[src/rtl/cgra_cfg_pkg.sv]
// cgra_cfg_pkg: header field layout, frame limits and loader state encoding
package cgra_cfg_pkg;
  localparam int HDR_SLOT_LSB = 0;
  localparam int HDR_SLOT_W = 4;
  localparam int HDR_PE_LSB = 4;
  localparam int HDR_PE_W = 4;
  localparam int HDR_CNT_LSB = 8;
  localparam int HDR_CNT_W = 5;
  localparam int MAX_FRAMES = 16;
  typedef enum logic [1:0] {IDLE, LO, HI, DROP} cfg_ld_state_e;
  function automatic logic hdr_cnt_ok(input logic [HDR_CNT_W-1:0] cnt);
    return (cnt != '0) && (cnt <= HDR_CNT_W'(MAX_FRAMES));
  endfunction
endpackage

[src/rtl/cgra_cfg_pe_decode.sv]
// cgra_cfg_pe_decode: PE id to one-hot write enable, all-zero when not valid
module cgra_cfg_pe_decode #(
  parameter int NUM_PE = 16,
  parameter int PE_ID_WIDTH = 4
) (
  input  logic [PE_ID_WIDTH-1:0] i_pe_id,
  input  logic                   i_valid,
  output logic [NUM_PE-1:0]      o_onehot
);
  always_comb o_onehot = i_valid ? NUM_PE'(1) << i_pe_id : '0;
endmodule

[src/rtl/cgra_config_loader.sv]
// cgra_config_loader: parses header+body word packets and writes 64-bit frames
// into the per-PE config memories through a registered one-hot write port
module cgra_config_loader
  import cgra_cfg_pkg::*;
#(
  parameter int NUM_PE = 16,
  parameter int PE_ID_WIDTH = 4,
  parameter int DEPTH = 16,
  parameter int ADDR_WIDTH = 4,
  parameter int DATA_WIDTH = 64
) (
  input  logic                  clk,
  input  logic                  rst_n,
  input  logic                  load_en,
  input  logic                  in_valid,
  output logic                  in_ready,
  input  logic [31:0]           in_data,
  input  logic                  in_last,
  output logic [NUM_PE-1:0]     cfg_wr_en,
  output logic [ADDR_WIDTH-1:0] cfg_wr_addr,
  output logic [DATA_WIDTH-1:0] cfg_wr_data,
  output logic                  busy,
  output logic                  done,
  output logic                  err,
  output logic [15:0]           frames_written
);
  localparam int unsigned SLOT_MASK = DEPTH - 1;
  cfg_ld_state_e r_state;
  logic [ADDR_WIDTH-1:0] r_slot;
  logic [PE_ID_WIDTH-1:0] r_pe;
  logic [HDR_CNT_W-1:0] r_cnt;
  logic [HDR_CNT_W-1:0] r_idx;
  logic [31:0] r_lo;
  logic [NUM_PE-1:0] r_wr_en;
  logic [ADDR_WIDTH-1:0] r_wr_addr;
  logic [DATA_WIDTH-1:0] r_wr_data;
  logic r_done;
  logic r_err;
  logic [15:0] r_fw;
  logic w_acc;
  logic w_final;
  logic w_wr;
  logic [HDR_CNT_W-1:0] w_cnt;
  logic [NUM_PE-1:0] w_onehot;
  assign w_acc = in_valid && load_en;
  assign w_final = r_idx == r_cnt - HDR_CNT_W'(1);
  // a non-final HI carrying in_last is an early end: its frame is discarded
  assign w_wr = w_acc && (r_state == HI) && (w_final || !in_last);
  assign w_cnt = in_data[HDR_CNT_LSB +: HDR_CNT_W];
  assign in_ready = load_en;
  assign busy = r_state != IDLE;
  assign cfg_wr_en = r_wr_en;
  assign cfg_wr_addr = r_wr_addr;
  assign cfg_wr_data = r_wr_data;
  assign done = r_done;
  assign err = r_err;
  assign frames_written = r_fw;
  cgra_cfg_pe_decode #(
    .NUM_PE(NUM_PE),
    .PE_ID_WIDTH(PE_ID_WIDTH)
  ) u_dec (
    .i_pe_id(r_pe),
    .i_valid(w_wr),
    .o_onehot(w_onehot)
  );
  always_ff @(posedge clk or negedge rst_n) begin
    if (!rst_n) begin
      r_state <= IDLE;
      r_slot <= '0;
      r_pe <= '0;
      r_cnt <= '0;
      r_idx <= '0;
      r_lo <= '0;
      r_wr_en <= '0;
      r_wr_addr <= '0;
      r_wr_data <= '0;
      r_done <= 1'b0;
      r_err <= 1'b0;
      r_fw <= '0;
    end else begin
      r_wr_en <= w_onehot;
      r_done <= w_wr && w_final;
      if (w_wr) begin
        r_wr_addr <= (r_slot + r_idx[ADDR_WIDTH-1:0]) & SLOT_MASK[ADDR_WIDTH-1:0];
        r_wr_data <= {in_data, r_lo};
        if (r_fw != 16'hFFFF) r_fw <= r_fw + 16'd1;
      end
      if (w_acc) begin
        case (r_state)
          IDLE: begin
            r_slot <= in_data[HDR_SLOT_LSB +: ADDR_WIDTH];
            r_pe <= in_data[HDR_PE_LSB +: PE_ID_WIDTH];
            r_cnt <= w_cnt;
            r_idx <= '0;
            r_err <= r_err | in_last | !hdr_cnt_ok(w_cnt);
            r_state <= in_last ? IDLE : hdr_cnt_ok(w_cnt) ? LO : DROP;
          end
          LO: begin
            r_lo <= in_data;
            r_err <= r_err | in_last;
            r_state <= in_last ? IDLE : HI;
          end
          HI: begin
            r_idx <= r_idx + HDR_CNT_W'(1);
            r_err <= r_err | (in_last != w_final);
            r_state <= (in_last || w_final) ? IDLE : LO;
          end
          DROP: r_state <= in_last ? IDLE : DROP;
          default: r_state <= IDLE;
        endcase
      end
    end
  end
endmodule
[config.mk]
export PLATFORM = sky130hd
export DESIGN_NAME = cgra_config_loader
export DESIGN_NICKNAME = d
export VERILOG_FILES = /design/src/rtl/cgra_cfg_pkg.sv /design/src/rtl/cgra_cfg_pe_decode.sv /design/src/rtl/cgra_config_loader.sv
export SDC_FILE = /design/constraint.sdc
export NUM_CORES = 1
export LEC_CHECK = 0
export ABC_CLOCK_PERIOD_IN_PS = 2300
export BUFFER_PORTS_ARGS = -buffer_cell sky130_fd_sc_hd__buf_2
export CAP_MARGIN = 40
export CORE_ASPECT_RATIO = 1.25
export CORE_UTILIZATION = 40
export CTS_BUF_LIST = sky130_fd_sc_hd__clkbuf_8
export CTS_CLUSTER_DIAMETER = 60
export DETAILED_ROUTE_END_ITERATION = 7
export GPL_TIMING_DRIVEN = 0
export PLACE_DENSITY_LB_ADDON = 0.08
export SETUP_SLACK_MARGIN = 0.1
export SLEW_MARGIN = 20
export SYNTH_ARGS = -nofsm -noshare
export SYNTH_HDL_FRONTEND = slang
export SYNTH_SLANG_ARGS = --single-unit
[constraint.sdc]
create_clock -name clk -period 2.3 [get_ports clk]
set_clock_uncertainty 0.05 [all_clocks]
set_input_delay 0.23 -clock clk [delete_from_list [all_inputs] [get_ports clk]]
set_output_delay 0.23 -clock clk [all_outputs]
set_load 0.005 [all_outputs]
Yosys cells after proc, flatten, opt, wreduce, memory -nomap -nowiden
Index checks and enable logic that the tools add are counted.

cells by class
  $add $sub $neg = 4
  multipliers = 0
  div/mod/pow operators = 0
  magnitude comparators = 1
  equal/unequal tests = 6
  shift operators = 1
  multiplexer cells = 9
  bitwise gates (word level) = 3
  reductions and logical operators = 19

operators by type and width
  kind                                                                 count
  16-bit by 1-bit adder with 16-bit output (second input constant)     1
  16-bit 2-to-1 mux                                                    1
  16-bit != test (second input constant)                               1
  1-bit by 4-bit << shifter with 16-bit output (first input constant)  1
  5-bit case mux with 2 select lines                                   1
  2-bit AND reduction                                                  5
  2-bit 2-to-1 mux                                                     4
  2-bit case mux with 4 select lines                                   1
  5-bit by 1-bit adder with 5-bit output (second input constant)       1
  5-bit == test                                                        1
  5-bit <= comparator (second input constant)                          1
  1-bit logical AND                                                    5
  5-bit nonzero test                                                   1
  5-bit by 1-bit subtractor with 5-bit output (second input constant)  1
  4-bit adder                                                          1
  2-bit == test (second input constant)                                2
  2-bit nonzero test                                                   2
  1-bit bitwise OR                                                     3
  1-bit case mux with 3 select lines                                   1
  3-bit nonzero test                                                   1
  2-bit by 1-bit == test with 1-bit output (second input constant)     1
  1-bit zero test                                                      2
  2-bit zero test                                                      1
  1-bit logical OR                                                     2
  other kinds (2)                                                      2

storage, ports and cells
  flip-flop bits (word level) = 154
  bits in latches = 0
  RAM bits = 0
  memory bits (read-only) = 0
  input bits = 37
  output and inout port bits = 104
  word-level logic and storage cells = 55
  memories kept = 0

Depth between registers and ports, before layout
Gate-level depths: netlist (run 1).

  depth after elaboration = 5
  depth in mapped cells = 11
  gate-level depth less buffers = 10

Cells and area by module
Synthesis (run 1) repeated with hierarchy kept, for this count alone.

unflattened totals
  cells, all modules = 584
  area total of the unflattened synthesis = 6366.1 µm²

by module, submodules not included
  module              instances  cells an instance  area each (µm²)  seq. area each (µm²)
  cgra_config_loader  1          561                6246.0           3853.7
  cgra_cfg_pe_decode  1          23                 120.1            0.0

Least setup slack after synthesis (run 1)
OpenSTA, ideal clock, no wires.

  path kind = register to register
  start point = register r_cnt[0]
  end point = register r_fw[13] (netlist: frames_written[13])
  library setup time = 0.127 ns
  arrival time = 2.310 ns
  data required time = 2.123 ns
  setup slack = -0.187 ns
  cell stages (with the launch flop) = 11
  buffers on the path = 0
  period minus slack after synthesis = 2.487 ns
  path through = dfrtp_1 inv_1 ha_1 xnor2_1 a211oi_1 o311ai_1 ha_1 nand4b_4 nor3_4 nand4_1 mux2_1

between the ends
  longest elaborated chain between the ends = 5

RTL lines
  item                                         line                      source
  from (decl)                                  cgra_config_loader.sv:31  logic [HDR_CNT_W-1:0] r_cnt;
  from (signal assigned)                       cgra_config_loader.sv:93  r_cnt <= w_cnt;
  5-bit by 1-bit subtractor with 5-bit output  cgra_config_loader.sv:46  assign w_final = r_idx == r_cnt - HDR_CNT_W'(1);
  5-bit == test                                cgra_config_loader.sv:46
  1-bit logical OR                             cgra_config_loader.sv:48  assign w_wr = w_acc && (r_state == HI) && (w_final || !in_last);
  1-bit logical AND                            cgra_config_loader.sv:48
  2-bit AND reduction (no line)                --
  to (signal assigned)                         cgra_config_loader.sv:86  if (r_fw != 16'hFFFF) r_fw <= r_fw + 16'd1;
  to (decl)                                    cgra_config_loader.sv:39  logic [15:0] r_fw;

No other way between the ends.
A chain may end at the register's enable or synchronous reset.

Worst setup path after layout (run 1)
  start point = register r_cnt[1]
  end point = register r_fw[10] (netlist: frames_written[10])

The elaborated chain is that of the path after synthesis.

==> results of run 1 <==
-- placed cells by master (no fill, tap or decap), types with 3 or more instances in the layout --
cell type,netlist,layout
nor3_1,8,4
buf_8,0,7
dfrtp_1,154,154
mux2_4,0,4
clkinvlp_4,0,3
nand3_1,11,10
ha_1,13,11
buf_6,0,9
o21ai_1,5,4
nor2_2,1,9
xor2_1,4,4
buf_2,8,143
clkbuf_16,0,13
nor2_4,0,5
o21ai_0,7,3
a21o_1,3,3
nand4_1,5,5
o21ai_2,1,5
a22o_1,3,3
mux2_1,44,40
nor2_1,20,7
xnor2_1,17,16
nand2_4,0,45
inv_1,9,9
nand2_1,213,108
nand2_2,0,60
buf_4,3,17
dlygate4sd3_1,0,33
nand2b_1,4,4
nor3_2,1,4
mux2_2,6,6
a21oi_1,3,3
clkbuf_8,0,22
-- worst max-delay path, cell delays in order, from the launching register on --
cell      delay (ns)
dfrtp_1         0.40
inv_2           0.07
ha_4            0.19
xnor2_2         0.12
a211oi_2        0.18
o311ai_2        0.17
ha_2            0.22
nand4b_4        0.23
buf_6           0.17
nor3_4          0.18
nand3_1         0.11
mux2_4          0.31
-- worst max-delay path by stage --
stage / end / slack, ns / depth (start not counted)
global route: frames_written[14] / -0.32 / 12
CTS: frames_written[13] / -0.25 / 10
detailed placement: cfg_wr_data[62] / -0.84 / 11
finish: frames_written[10] / -0.22 / 11
global placement: frames_written[12] / -1.33 / 1
floorplan: frames_written[13] / -0.11 / 10
-- final cells by class --
| class | count | area, um2 |
|---|---|---|
| plain buffers | 22 | 302.8 |
| clock buffers | 22 | 302.8 |
| clock inverters | 10 | 116.4 |
| fillers | 1374 | 6142 |
| inverters | 9 | 33.78 |
| multi-input cells | 397 | 3050 |
| flip-flops and latches | 154 | 3854 |
| well taps | 212 | 265.3 |
| repair buffers | 205 | 1503 |
-- what timing repair did --
| action | 4_1_cts | 5_1_grt |
|---|---|---|
| buffers inserted | 20 | 3 |
| endpoints found under the hold margin | 131 | 0 |
| setup endpoints to repair | 103 | 102 |
| pin swaps | 143 | 25 |
| cloned | 9 | 1 |
| gates resized for setup | 141 | 129 |
| hold buffers | 33 | 0 |
-- power by group through the flow --
stage	Sequential, mW	Clock [mW]	Combinational, mW
6_report	4.40	2.13	2.67
4_1_cts	4.26	2.19	2.45
5_1_grt	4.52	2.29	2.99
3_5_place_dp	4.22	0	2.06
3_3_place_gp	4.18	0	1.99
2_1_floorplan	4.18	0	1.11
-- logic make-up after synthesis --
kind of cell / Yosys count / share of synthesized area
adders and majority gates: 14 / 0.02877
DFF: 154 / 0.6069
muxes: 51 / 0.09025
AOI/OAI and AO/OA: 34 / 0.03665
and+or+nand+nor: 277 / 0.1862
buffers and inverters: 32 / 0.02227
xor gates and xnor gates: 21 / 0.02896
-- sequential cells by signal, summed over array words and instances, names as in the netlist --
register and cells:
r_cnt 5, r_idx 5, err 1, cfg_wr_addr 4, r_lo 32, r_slot 4, cfg_wr_en 16, done 1
r_pe 4, frames_written 16, cfg_wr_data 64, r_state 2
-- routing by layer --
| metal | wire length [um] | GRT usage | share of wire |
|---|---|---|---|
| met4 | 402 | 0.08339 | 0.025 |
| met5 | 0 | 0 | 0 |
| met2 | 8206 | 0.3502 | 0.52 |
| met1 | 6694 | 0.2461 | 0.42 |
| met3 | 569 | 0.04542 | 0.036 |
-- synth_stat cells, drive strengths merged (2+ instances only) --
| cell | n | area (um2) |
|---|---|---|
| nand2 | 213 | 799.5 |
| dfrtp | 154 | 3854 |
| mux2 | 50 | 563.0 |
| nor2 | 21 | 81.33 |
| xnor2 | 17 | 148.9 |
| ha | 13 | 162.7 |
| o21ai | 13 | 68.81 |
| clkbuf | 12 | 45.04 |
| nand3 | 12 | 65.06 |
| buf | 11 | 62.56 |
| nor3 | 10 | 66.32 |
| inv | 9 | 33.78 |
| nand4 | 5 | 31.28 |
| nand2b | 4 | 25.02 |
| xor2 | 4 | 35.03 |
| a21o | 3 | 22.52 |
| a21oi | 3 | 15.01 |
| a22o | 3 | 26.28 |
| o2111ai | 3 | 26.28 |
| and4 | 2 | 17.52 |
| nand3b | 2 | 15.01 |
| o22ai | 2 | 12.51 |
==> metrics, run 1 <==
EDFF count, synth 0; Final Setup Violations 89; WL/cell 15.40 um; Post-DRT Antenna Nets 0; GRT Total Usage 0.2036; Final GP Congestion 0.7816; WP data arrival 2.81 ns; initial antenna violation count 0; nets 857; WHS 0.05292 ns; Port Buffers 140; Design Power 9.193 mW; combinational share of power 0.290; Max clock buf depth 2; Synth cell types 47; Reg2Reg Launch Point r_cnt[1]; NetSw 3.004 mW; vias 4976; DIE HEIGHT 142.9 um; hold path start in_last; setup tns final -6.168 ns; post-detail-place hpwl 10.19 mm; layout cells sized above 1 0.4640; WHS Endpoint r_state[1]; Rows 51; Setup CP Type reg -> reg; minimum clock period 2.517 ns; Congestion Overflow GR 0; Hold Path Stages 3; sequential share of power 0.478; Crit. End Element register; CP Max Fanout 3; CTS H-tree lvls 4; CTS tree built; VDD IR-drop max 0.4042 mV; R2R depth 11; failing checks negative setup slack; Inst Count DP 936; mapped cell area 6350 um2; Post-synth ARST share 1.000; flop-to-flop setup slack -0.22 ns; start point of the critical path r_cnt[1]; Slew HR 0.6338; Initial Util 0.4078; Hold Path Class in -> reg; Max Cap Viol 0; number of detailed-route iterations in the first pass 6; Post-Route WL 15.87 mm; Mapped Nets 634; clock-pin slew on the worst setup and hold paths 0.08 ns; die area 16390 um2; Post-DP Area 7371 um2; final std cells w/o fill 1031; post-layout util 0.6055; Clk pwr share 0.231; design area 9428 um2; status complete, but fails checks; dpl ws -0.8352 ns; Fmax 0.3974 GHz; via density per instance 4.826; area grow syn2layout 48.47%; root buf cell clkbuf_8; syn avg cell area 10.89 um2; final hold violations 0; Seq/Total Area, Yosys 0.6069; CTS buffer count 17; largest net degree at the start of global routing 95; RSZ-0062 raised after global routing true; DR iter-0 viols 167; Primary FF master, synth dfrtp_1; gate count after technology mapping 583; die width 114.7 um; Power Internal 6.189 mW; Sink Count 154; Net Sw Frac 0.3268; worst setup margin -0.2166 ns; Worst R2R End frames_written[10]; vias in the first global route 5133; fin. max-slew vios 0; FF+latch count, synth 154; core area 15570 um2; I/O pin cnt 141; Post-route DRC 0; global-route wire length before repair 25.44 mm; Tcrit/Tclk final 1.094; worst skew pair latency 0.45 ns; type of origin of the critical path register; YS warnings 0; Power Dens Cells 975.1 nW/um2; worst path required time 2.59 ns; diodes inserted 0; Lkg Pwr 4.711 nW; Worst Tran Pin Value 0.5493 ns
Note: power is estimated with default switching activity, not from simulation.
==> run 2: changes to the inputs <==
--- a/config.mk
+++ b/config.mk
@@ -5,10 +5,10 @@
 export SDC_FILE = /design/constraint.sdc
 export NUM_CORES = 1
 export LEC_CHECK = 0
-export ABC_CLOCK_PERIOD_IN_PS = 2300
+export ABC_CLOCK_PERIOD_IN_PS = 3150
 export BUFFER_PORTS_ARGS = -buffer_cell sky130_fd_sc_hd__buf_2
 export CAP_MARGIN = 40
-export CORE_ASPECT_RATIO = 1.25
+export CORE_ASPECT_RATIO = 2
 export CORE_UTILIZATION = 40
 export CTS_BUF_LIST = sky130_fd_sc_hd__clkbuf_8
 export CTS_CLUSTER_DIAMETER = 60
==> constraint.sdc (replaced) <==
create_clock -name clk -period 3.15 [get_ports clk]
set_clock_uncertainty 0.05 [all_clocks]
set_input_delay 0.315 -clock clk [delete_from_list [all_inputs] [get_ports clk]]
set_output_delay 0.315 -clock clk [all_outputs]
set_load 0.005 [all_outputs]
==> run 2 against run 1 <==
  * The flow now finishes without violations
  * Global-route usage decreased by 0.80 points
  * First-iteration DRC count decreased by 8.4%
  * Die area increased by 0.17%
  * Final cell count decreased by 6.8%
  * Critical path type unchanged
  * Largest power group unchanged
==> metrics, run 2 (same netlist as run 1, synthesis figures left out) <==
status completed; Net Sw Frac 0.3184; die area 16410 um2; area grow syn2layout 23.05%; Layout fillers 1510; Power Internal 4.080 mW; Power Dens Cells 766.2 nW/um2; max reg flops 64; via density per instance 4.858; post-detail-place hpwl 11.16 mm; layout cells sized above 1 0.2674; Post-DRT Antenna Nets 0; worst skew pair latency 0.44 ns; Hold Path Class in -> reg; WL/cell 15.91 um; NetSw 1.906 mW; GRT Total Usage 0.1956; nets 801; minimum clock period 2.847 ns; CP Max Fanout 6; Inst Count DP 922; Initial Util 0.4130; VDD IR-drop max 0.2910 mV; vias in the first global route 4786; Worst Tran Pin Value 0.5943 ns; type of origin of the critical path register; number of detailed-route iterations in the first pass 4; commonest non-fill, non-tap cell in the layout nand2_1; CTS tree built; Slew HR 0.6038; Sink Count 154; setup tns final 0 ns; Port Buffers 140; dpl ws -0.2384 ns; Max Cap Viol 0; Post-Route WL 15.29 mm; Congestion Overflow GR 0; DR iter-0 viols 153; final hold violations 0; RSZ-0062 raised after global routing true; Crit. End Element register; Final GP Congestion 0.7303; vias 4669; Fmax 0.3513 GHz; Post-route DRC 0; root buf cell clkbuf_8; DIE HEIGHT 180.2 um; fin. max-slew vios 0; Max clock buf depth 2; CTS buffer count 17; Tcrit/Tclk final 0.9037; worst path required time 3.43 ns; post-layout util 0.5082; Clk pwr share 0.234; WHS 0.04056 ns; Rows 64; clock-pin slew on the worst setup and hold paths 0.08 ns; global-route wire length before repair 24.66 mm; most frequent cells in the layout nand2_1 (213), dfrtp_1 (154), buf_2 (147); diodes inserted 0; die width 91.09 um; Final Setup Violations 0; Lkg Pwr 4.146 nW; combinational share of power 0.255; final std cells w/o fill 961; WP data arrival 3.12 ns; I/O pin cnt 141; sequential share of power 0.511; worst setup margin 0.3034 ns; CTS H-tree lvls 4; core area 15370 um2; Setup CP Type reg -> reg; initial antenna violation count 0; largest net degree at the start of global routing 80
## run 2: cell types whose count changed in the layout (fill, tap and decap cells not counted), sizes merged
| cell | delta |
|---|---|
| buf | -26 |
| clkbuf | -7 |
| clkinv | +3 |
| clkinvlp | +2 |
| dlygate4sd3 | -28 |
## run 2: critical path: stages, from the launching register on
cell and delay (ns):
dfrtp_1 0.43, inv_1 0.09, ha_1 0.22, nand4bb_1 0.14, a211oi_2 0.31, o311ai_4 0.19
ha_1 0.27, nand4b_4 0.30, nor3_4 0.27, nand4_1 0.14, mux2_1 0.32
## run 2: area by class of cell
| class | instances | area [um2] | share of cell area |
|---|---|---|---|
| clock inverters | 15 | 137.6 | 0.01761 |
| inverters | 9 | 33.78 | 0.004323 |
| well taps | 198 | 247.7 | 0.03171 |
| multi-input cells | 397 | 2389 | 0.3057 |
| flip-flops and latches | 154 | 3854 | 0.4932 |
| plain buffers | 23 | 115.1 | 0.01473 |
| repair buffers | 148 | 803.3 | 0.1028 |
| clock buffers | 17 | 234.0 | 0.02994 |
## run 2: per-stage QoR
step	total power, mW	area [um2]
after global routing	6.412	7814
after detailed placement	4.609	7336
after CTS	6.058	7771
final	5.987	7814
after floorplan	3.862	6350
after global placement	4.520	7298
## run 2: path summary, 6_finish.rpt
kind,from,to,slack [ns],cells past startpoint
worst min register to register,r_lo[19],cfg_wr_data[19],0.42,2
worst max register to register,r_cnt[0],frames_written[13],0.30,10
worst max-delay path,r_cnt[0],frames_written[13],0.30,10
min in group asynchronous,rst_n,frames_written[10],0.40,2
max in group asynchronous,rst_n,cfg_wr_data[58],1.85,3
worst min-delay path,in_data[18],cfg_wr_data[50],0.04,3
## run 2: power groups by stage
stage                     Combinational (mW)  Sequential [mW]  Clock [mW]
after CTS                               1.53             3.06        1.46
final                                   1.53             3.06        1.40
after global routing                    1.72             3.15        1.54
after floorplan                        0.811             3.05           0
after global placement                  1.45             3.07           0
after detailed placement                1.51             3.10           0
## run 2: timing repair
| action | 4_1_cts | 5_1_grt |
|---|---|---|
| resized for setup | 6 | 7 |
| hold buffers | 5 | 0 |
| pin swaps | 0 | 3 |
| setup endpoints to repair | 70 | 75 |
| endpoints found under the hold margin | 82 | 0 |
| setup buffers | 0 | 2 |
## run 2: per-layer routing
metal  global-route usage  wire [um]  vias up
li1                     -          -     2248
met1               0.2130       5844     2296
met2               0.3658       8646      107
met3              0.04177        507       18
met4              0.07111        289        0
met5                    0          0        -
